<file path="config.mk">
export PLATFORM = sky130hd
export DESIGN_NAME = inst_encoder
export DESIGN_NICKNAME = d
export VERILOG_FILES = /design/src/rtl/inst_pkg.sv /design/src/rtl/inst_pack.sv /design/src/rtl/inst_encoder.sv
export SDC_FILE = /design/constraint.sdc
export NUM_CORES = 1
export LEC_CHECK = 0
export BUFFER_PORTS_ARGS = -buffer_cell sky130_fd_sc_hd__buf_2
export CAP_MARGIN = 10
export CORE_ASPECT_RATIO = 2
export CORE_UTILIZATION = 50
export DETAILED_ROUTE_END_ITERATION = 7
export GPL_TIMING_DRIVEN = 0
export PLACE_DENSITY = 0.8
export SYNTH_ARGS = -nofsm -noshare
export SYNTH_HDL_FRONTEND = slang
export SYNTH_HIERARCHICAL = 1
export SYNTH_SLANG_ARGS = --single-unit
</file>
<file path="constraint.sdc">
create_clock -name clk -period 1.85 [get_ports clk]
set_input_delay 0.4625 -clock clk [delete_from_list [all_inputs] [get_ports clk]]
set_output_delay 0.4625 -clock clk [all_outputs]
set_load 0.05 [all_outputs]
</file>
<file path="src/rtl/inst_pkg.sv">
// Shared instruction-format definitions: opcode constants, format classes
// and the bit positions of each field inside a 32-bit instruction word.
package inst_pkg;

  localparam int WORD_W = 32;
  localparam int OPC_W  = 3;
  localparam int REG_W  = 5;
  localparam int IMM_W  = 15;

  localparam int OPC_LSB = 29;
  localparam int RA0_LSB = 24;
  localparam int RA1_LSB = 19;
  localparam int RA2_LSB = 14;
  localparam int IMM_LSB = 0;

  localparam logic [OPC_W-1:0] OP_MEM_LO = 3'd4;
  localparam logic [OPC_W-1:0] OP_MEM_HI = 3'd5;
  localparam logic [OPC_W-1:0] OP_JUMP   = 3'd6;
  localparam logic [OPC_W-1:0] OP_HALT   = 3'd7;

  typedef enum logic [1:0] {
    FMT_R,
    FMT_M,
    FMT_J,
    FMT_HALT
  } fmt_e;

  // Opcodes 0-3 are register-register, 4-5 memory, 6 jump, 7 halt.
  function automatic fmt_e fmt_of(input logic [OPC_W-1:0] op);
    fmt_e f;
    if (op < OP_MEM_LO)       f = FMT_R;
    else if (op <= OP_MEM_HI) f = FMT_M;
    else if (op == OP_JUMP)   f = FMT_J;
    else                      f = FMT_HALT;
    return f;
  endfunction

endpackage

</file>
<file path="src/rtl/inst_pack.sv">
// Combinational packer: places the fields used by the opcode's format into
// a 32-bit word, drops the unused ones and flags any that were nonzero.
module inst_pack
  import inst_pkg::*;
(
  input  logic [OPC_W-1:0]  opcode,
  input  logic [REG_W-1:0]  reg_addr_0,
  input  logic [REG_W-1:0]  reg_addr_1,
  input  logic [REG_W-1:0]  reg_addr_2,
  input  logic [IMM_W-1:0]  addr,
  output logic [WORD_W-1:0] word,
  output logic              err
);

  // Build the word field by field; unused fields stay zero and raise err.
  always_comb begin
    word = '0;
    err  = 1'b0;
    word[OPC_LSB +: OPC_W] = opcode;
    case (fmt_of(opcode))
      FMT_R: begin
        word[RA0_LSB +: REG_W] = reg_addr_0;
        word[RA1_LSB +: REG_W] = reg_addr_1;
        word[RA2_LSB +: REG_W] = reg_addr_2;
        err = |addr;
      end
      FMT_M: begin
        word[RA0_LSB +: REG_W] = reg_addr_0;
        word[IMM_LSB +: IMM_W] = addr;
        err = |{reg_addr_1, reg_addr_2};
      end
      FMT_J: begin
        word[IMM_LSB +: IMM_W] = addr;
        err = |{reg_addr_0, reg_addr_1, reg_addr_2};
      end
      default: begin
        err = |{reg_addr_0, reg_addr_1, reg_addr_2, addr};
      end
    endcase
  end

endmodule

</file>
<file path="src/rtl/inst_encoder.sv">
// Instruction encoder: accepts field tuples during a program load, packs
// them and writes one word per cycle into instruction memory, stopping on
// HALT or when the memory is full.
module inst_encoder
  import inst_pkg::*;
#(
  parameter int DEPTH = 32,
  parameter int AW    = $clog2(DEPTH)
) (
  input  logic              clk,
  input  logic              rst_n,
  input  logic              start,
  input  logic              in_valid,
  output logic              in_ready,
  input  logic [OPC_W-1:0]  opcode,
  input  logic [REG_W-1:0]  reg_addr_0,
  input  logic [REG_W-1:0]  reg_addr_1,
  input  logic [REG_W-1:0]  reg_addr_2,
  input  logic [IMM_W-1:0]  addr,
  output logic              mem_we,
  output logic [AW-1:0]     mem_addr,
  output logic [WORD_W-1:0] mem_wdata,
  output logic [AW:0]       count,
  output logic              done,
  output logic              full,
  output logic              field_err
);

  localparam logic [1:0] IDLE = 2'd0;
  localparam logic [1:0] LOAD = 2'd1;
  localparam logic [1:0] DONE = 2'd2;
  localparam logic [1:0] FULL = 2'd3;

  localparam logic [AW-1:0] LAST_PTR = AW'(DEPTH - 1);

  logic [1:0]        state;
  logic [AW-1:0]     ptr;
  logic [WORD_W-1:0] packed_word;
  logic              pack_err;
  logic              accept;

  inst_pack u_pack (
    .opcode     (opcode),
    .reg_addr_0 (reg_addr_0),
    .reg_addr_1 (reg_addr_1),
    .reg_addr_2 (reg_addr_2),
    .addr       (addr),
    .word       (packed_word),
    .err        (pack_err)
  );

  assign in_ready = (state == LOAD);
  assign accept   = in_valid && in_ready;

  // Load control: start opens a new load, each accepted tuple advances the
  // pointer until HALT or the last address ends the load.
  always_ff @(posedge clk or negedge rst_n) begin
    if (!rst_n) begin
      state     <= IDLE;
      ptr       <= '0;
      count     <= '0;
      done      <= 1'b0;
      full      <= 1'b0;
      field_err <= 1'b0;
    end else if (start && state != LOAD) begin
      state     <= LOAD;
      ptr       <= '0;
      count     <= '0;
      done      <= 1'b0;
      full      <= 1'b0;
      field_err <= 1'b0;
    end else if (accept) begin
      count <= count + (AW+1)'(1);
      if (pack_err) field_err <= 1'b1;
      if (opcode == OP_HALT) begin
        state <= DONE;
        done  <= 1'b1;
      end else if (ptr == LAST_PTR) begin
        state <= FULL;
        full  <= 1'b1;
      end else begin
        ptr <= ptr + AW'(1);
      end
    end
  end

  // Write register: the packed word lands on the memory port one cycle
  // after its tuple is accepted.
  always_ff @(posedge clk or negedge rst_n) begin
    if (!rst_n) begin
      mem_we    <= 1'b0;
      mem_addr  <= '0;
      mem_wdata <= '0;
    end else begin
      mem_we <= accept;
      if (accept) begin
        mem_addr  <= ptr;
        mem_wdata <= packed_word;
      end
    end
  end

endmodule
</file>
# Yosys cells after proc, flatten, opt, wreduce, memory -nomap -nowiden
# Cells that the tools add are included.
word_totals:
  out_inout_bits: 48
  elab_cells: 69
  register_bits: 54
  input_bits: 37
op_classes:
  n_addsub: 2
  n_reduce_logical: 19
  eq_ne: 9
  n_mux: 28
  magnitude_cmp: 2
ops:
  columns: ["operator", "count"]
  rows:
  - ["OR reduction 15 bit", 2]
  - ["OR reduction 30 bit", 1]
  - ["two-way mux 5 bit", 5]
  - ["two-way mux 14 bit", 1]
  - ["two-way mux 2 bit", 6]
  - ["two-way mux 6 bit", 2]
  - ["two-way mux 1 bit", 11]
  - ["OR reduction 10 bit", 1]
  - ["two-way mux 9 bit", 1]
  - ["nonzero test 2 bit", 4]
  - ["adder 6 x 1 -> 6 bit (second input constant)", 1]
  - ["equality test 3 bit (second input constant)", 2]
  - ["AND reduction 2 bit", 3]
  - ["AND reduction 3 bit", 2]
  - ["adder 5 x 1 -> 5 bit (second input constant)", 1]
  - ["equality test 5 bit (second input constant)", 1]
  - ["equality test 2 x 1 -> 1 bit (second input constant)", 2]
  - ["inequality test 2 bit (second input constant)", 2]
  - ["OR reduction 2 bit", 2]
  - ["<= comparator 3 bit (second input constant)", 1]
  - ["less-than comparator 3 bit (second input constant)", 1]
  - ["case mux 1 bit (3 select lines)", 1]
  - ["nonzero test 3 bit", 1]
  - ["equality test 2 bit (second input constant)", 1]
  - ["4 further kinds", 5]

# Logic depth before layout (Yosys ltp)
logic_depth:
  word_depth: 9
  depth_mapped: 7
  mapped_depth_nobuf: 7

# By module
# Netlist, hierarchy kept.
by_module_without_submodules:
  columns: ["module", "cells_per_inst", "area_each_um2", "seq_area_each_um2", "instances"]
  rows:
  - ["inst_encoder", 234, 2158.3, 1351.3, 1]
  - ["inst_pack", 50, 305.3, 0.0, 1]

# Least setup slack after synthesis
# No wires, ideal clock.
synth_path:
  path_kind: "reg-to-reg"
  from: "register ptr[0]"
  to: "register ptr[3]"
  required_time_ns: 1.718
  t_arrival_ns: 1.559
  path_stages_with_launch: 8
  setup_slack_ns: 0.160
  path_buffers: 0
  synth_period_minus_slack_ns: 1.690
  cell_sequence: "dfrtp_1 > ha_1 > and3_1 > ha_1 > a31o_2 > nor3_1 > xnor2_1 > nor2_1"
synth_via:
  elab_chain_cells: 5
synth_lines:
  columns: ["element", "line", "rtl"]
  rows:
  - ["start: declaration", "inst_encoder.sv:37", "logic [AW-1:0] ptr;"]
  - ["start signal: assignment", "inst_encoder.sv:82", "ptr <= ptr + AW'(1);"]
  - ["adder 5 x 1 -> 5 bit", "inst_encoder.sv:82", null]
  - ["two-way mux 5 bit", "inst_encoder.sv:78", "end else if (ptr == LAST_PTR) begin"]
  - ["two-way mux 5 bit", "inst_encoder.sv:75", "if (opcode == OP_HALT) begin"]
  - ["two-way mux 5 bit", "inst_encoder.sv:72", "end else if (accept) begin"]
  - ["two-way mux 5 bit", "inst_encoder.sv:65", "end else if (start && state != LOAD) begin"]
# Several ways; a longest one is shown, not always the timed one. The select of a mux whose other input is x is not followed.
# A chain may end at the register's enable or synchronous reset.

# Final worst setup path
# Same ends and word-level chain as after synthesis.

==> run metrics <==
number of max-cap violations 0; required time of the critical path 2.04 ns; drt first pass iters 4; count of nets after finishing 417; netlist area before placement around 2500 µm²; fraction of registers with async set or reset after synthesis 1.00; source-to-sink clock delay at the later pin of the worst-skew pair approximately 0.31 ns; leakage power summed over all cells ~1.8 nW; Slowest-stage cell, CP sky130_fd_sc_hd__dfrtp_1; site row count 35; largest net degree at the start of global routing 55; core occupancy in the finished layout 0.671; Net Sw Power 2.72 mW; type of origin of the critical path flop; post-detailed-placement half-perimeter wirelength 4310 µm; Setup Viol. Count Final 0; total count of max-transition violations in the final report 0; number of antenna violations at the first check in global routing 0; largest stage delay on the critical path 0.44 ns; Core Box Area 4690 µm²; Yosys reg bits between 50 and 60; placed cell count 423; H-tree levels 2; clock share of power 0.175; largest vdd supply drop about 1.4 mV; Ant. Diodes 0; Post-Layout Cell Count ~430; type of element capturing the critical path flop; Max FO, Critical Path 4; average via count per standard cell around 5; average footprint of a synthesized cell 8.67 µm²; Switching Fraction 0.495; clock buffers created by TritonCTS 5; wire length of the first global-routing pass 9280 µm; met3 wire len around 280 µm; maximum operating frequency 0.562 GHz; Power, Total 5.50 mW; Area Overhead vs Synth 27.7%; die extent in x approximately 52 µm; cell internal pwr 2.77 mW; hold buffer count at CTS 0; ratio of total power to cell area between 1500 and 2000 nW/µm²; Worst-path clk slew around 0.1 ns; instance count of the mapped netlist between 200 and 300; yosys synthesis warning count 6; final hold vios 0; final period demand of the worst path 1.78 ns; transition time at the pin with the least slew margin roughly 0.47 ns; Synth Flop Type sky130_fd_sc_hd__dfrtp_1; highest routing layer actually used met4; Starting Density 0.526; worst slack after detailed placement -0.0144 ns; TritonCTS clock tree built; residual DRC count 0; highest-count cells in the layout ignoring fill and taps 122 x sky130_fd_sc_hd__nand2_1, 86 x sky130_fd_sc_hd__buf_2, 54 x sky130_fd_sc_hd__dfrtp_1, 19 x sky130_fd_sc_hd__and2_1, 10 x sky130_fd_sc_hd__nor2_1; GR Overflow Total 0; share of the cycle needed by the critical path after routing 0.962; distinct cell type count after synthesis 30; number of DRC violations after detailed-routing iteration 0 42; critical setup path kind flop to flop; DR vias 2209; WL met1 2280 µm; number of global-route vias before repair 2135; total global-route track usage 0.239; buffering stage count on the worst path with inverters included 0; data arrival time at the worst-slack endpoint about 2.0 ns; root buffer cell sky130_fd_sc_hd__clkbuf_8; detailed-routed wire length on met2 3190 µm; most common library cell in the layout ignoring fill and taps sky130_fd_sc_hd__nand2_1; Logic pwr share 0.489; Worst Setup Slack, final 0.0708 ns; cells traversed along the worst timing path ha_1, and3_1, ha_2, a31o_2, nor3_2, xnor2_1, nor2_1; critical path's top delay family flip-flops; Max Clock Skew 0.0100 ns; total number of clock tree sinks between 50 and 60; final-layout worst hold slack 0.0250 ns; area of the die 5230 µm²; status finished clean; Reg power frac 0.337; fraction of the yosys area taken by sequential cells 0.549; Rel. slew slack 0.687; maximum clock insertion buffer count 2; Die Ht 101 µm; I/O pin count 85; routed wire length 5860 µm; fraction of layout instances using a drive strength above 1 0.288; port buffer count 84; Mapped Nets ~320; Post-synth EDFFs 0; routability-driven placement congestion ratio 0.812; Antenna Nets Post-Route 0; wire length per cell 13.5 µm; path category of the worst min-delay check primary input to async pin
Yosys cell counts (2+ instances only):
cell type	number	area [µm²]
sky130_fd_sc_hd__a21oi_1	5	25.0
sky130_fd_sc_hd__a31oi_1	2	12.5
sky130_fd_sc_hd__and2_1	19	119
sky130_fd_sc_hd__and3_1	2	12.5
sky130_fd_sc_hd__buf_2	2	10.0
sky130_fd_sc_hd__buf_4	6	45.0
sky130_fd_sc_hd__clkbuf_1	7	26.3
sky130_fd_sc_hd__dfrtp_1	54	1350
sky130_fd_sc_hd__ha_1	3	37.5
sky130_fd_sc_hd__inv_1	3	11.3
sky130_fd_sc_hd__nand2_1	122	458
sky130_fd_sc_hd__nand3_1	9	45.0
sky130_fd_sc_hd__nand4_1	3	18.8
sky130_fd_sc_hd__nor2_1	10	37.5
sky130_fd_sc_hd__nor2b_1	9	56.3
sky130_fd_sc_hd__nor3_1	2	10.0
sky130_fd_sc_hd__nor4_1	5	31.3
sky130_fd_sc_hd__o21ai_0	5	25.0
sky130_fd_sc_hd__o21ai_1	2	10.0
sky130_fd_sc_hd__xor2_1	4	35.0
kinds of logic (layout without fill, tap and decap cells):
group	count (synthesis)	in the layout	synth area share
buffers and inverters	19	113	0.0391
AOI/OAI and AO/OA	18	18	0.0427
DFF	54	54	0.549
and+or+nand+nor	185	185	0.337
xor gates and xnor gates	5	5	0.0178
adders and majority gates	3	3	0.0152
path summary, 6_finish.rpt:
kind                                      startpoint                         to  slack, ns  depth (start not counted)
setup / recovery                  ptr[0]$_DFFE_PN0P_         ptr[3]$_DFFE_PN0P_       0.07                          7
hold / removal                                 rst_n  mem_wdata[19]$_DFFE_PN0P_       0.02                          1
setup reg to reg                  ptr[0]$_DFFE_PN0P_         ptr[3]$_DFFE_PN0P_       0.07                          7
hold reg to reg            mem_wdata[24]$_DFFE_PN0P_  mem_wdata[24]$_DFFE_PN0P_       0.48                          2
max in group asynchronous                      rst_n  mem_wdata[27]$_DFFE_PN0P_       1.30                          2
min in group clk                             addr[3]   mem_wdata[3]$_DFFE_PN0P_       0.46                          4
flip-flops by register name (all words and copies together) (netlist names):
| name | count |
|---|---|
| mem_wdata | 32 |
| state | 2 |
| done | 1 |
| full | 1 |
| mem_we | 1 |
| mem_addr | 5 |
| field_err | 1 |
| ptr | 5 |
| count | 6 |
layer usage:
metal  GRT usage  vias to the layer above
met3      0.0405                        8
met1       0.270                     1045
met5           0                        -
met2       0.432                       74
met4      0.0956                        0
li1            -                     1082
power by group through the flow:
stage	combinational, mW	sequential (mW)	clock, mW
2_1_floorplan	0.703	3.16	0
3_3_place_gp	2.64	1.86	0
3_5_place_dp	2.68	1.87	0
4_1_cts	2.68	1.85	0.973
5_1_grt	2.87	1.90	1.01
6_report	2.69	1.85	0.960
metrics by stage:
| step | area, µm² | setup TNS [ns] |
|---|---|---|
| after floorplan | 2460 | 0 |
| after global placement | 2950 | -0.0145 |
| after detailed placement | 2950 | -0.0144 |
| after CTS | 3100 | 0 |
| after global routing | 3150 | -0.0101 |
| final | 3150 | 0 |
cell type report:
class                           count  area [µm²]
Buffer                             15        81.3
Clock buffer                        6        82.6
Clock inverter                      2        60.1
Fill cell                         426        1540
Inverter                            4        15.0
Multi-Input combinational cell    211        1040
Sequential cell                    54        1350
Tap cell                           55        68.8
Timing Repair Buffer               86         448
what timing repair did:
item / in CTS / in global routing
endpoints found under the setup margin: 4 / 5
cloned: 0 / 0
gates resized for setup: 1 / 3
hold endpoints to repair: 0 / 0
buffers inserted: 0 / 1
Power figures use the tool's default switching activity.
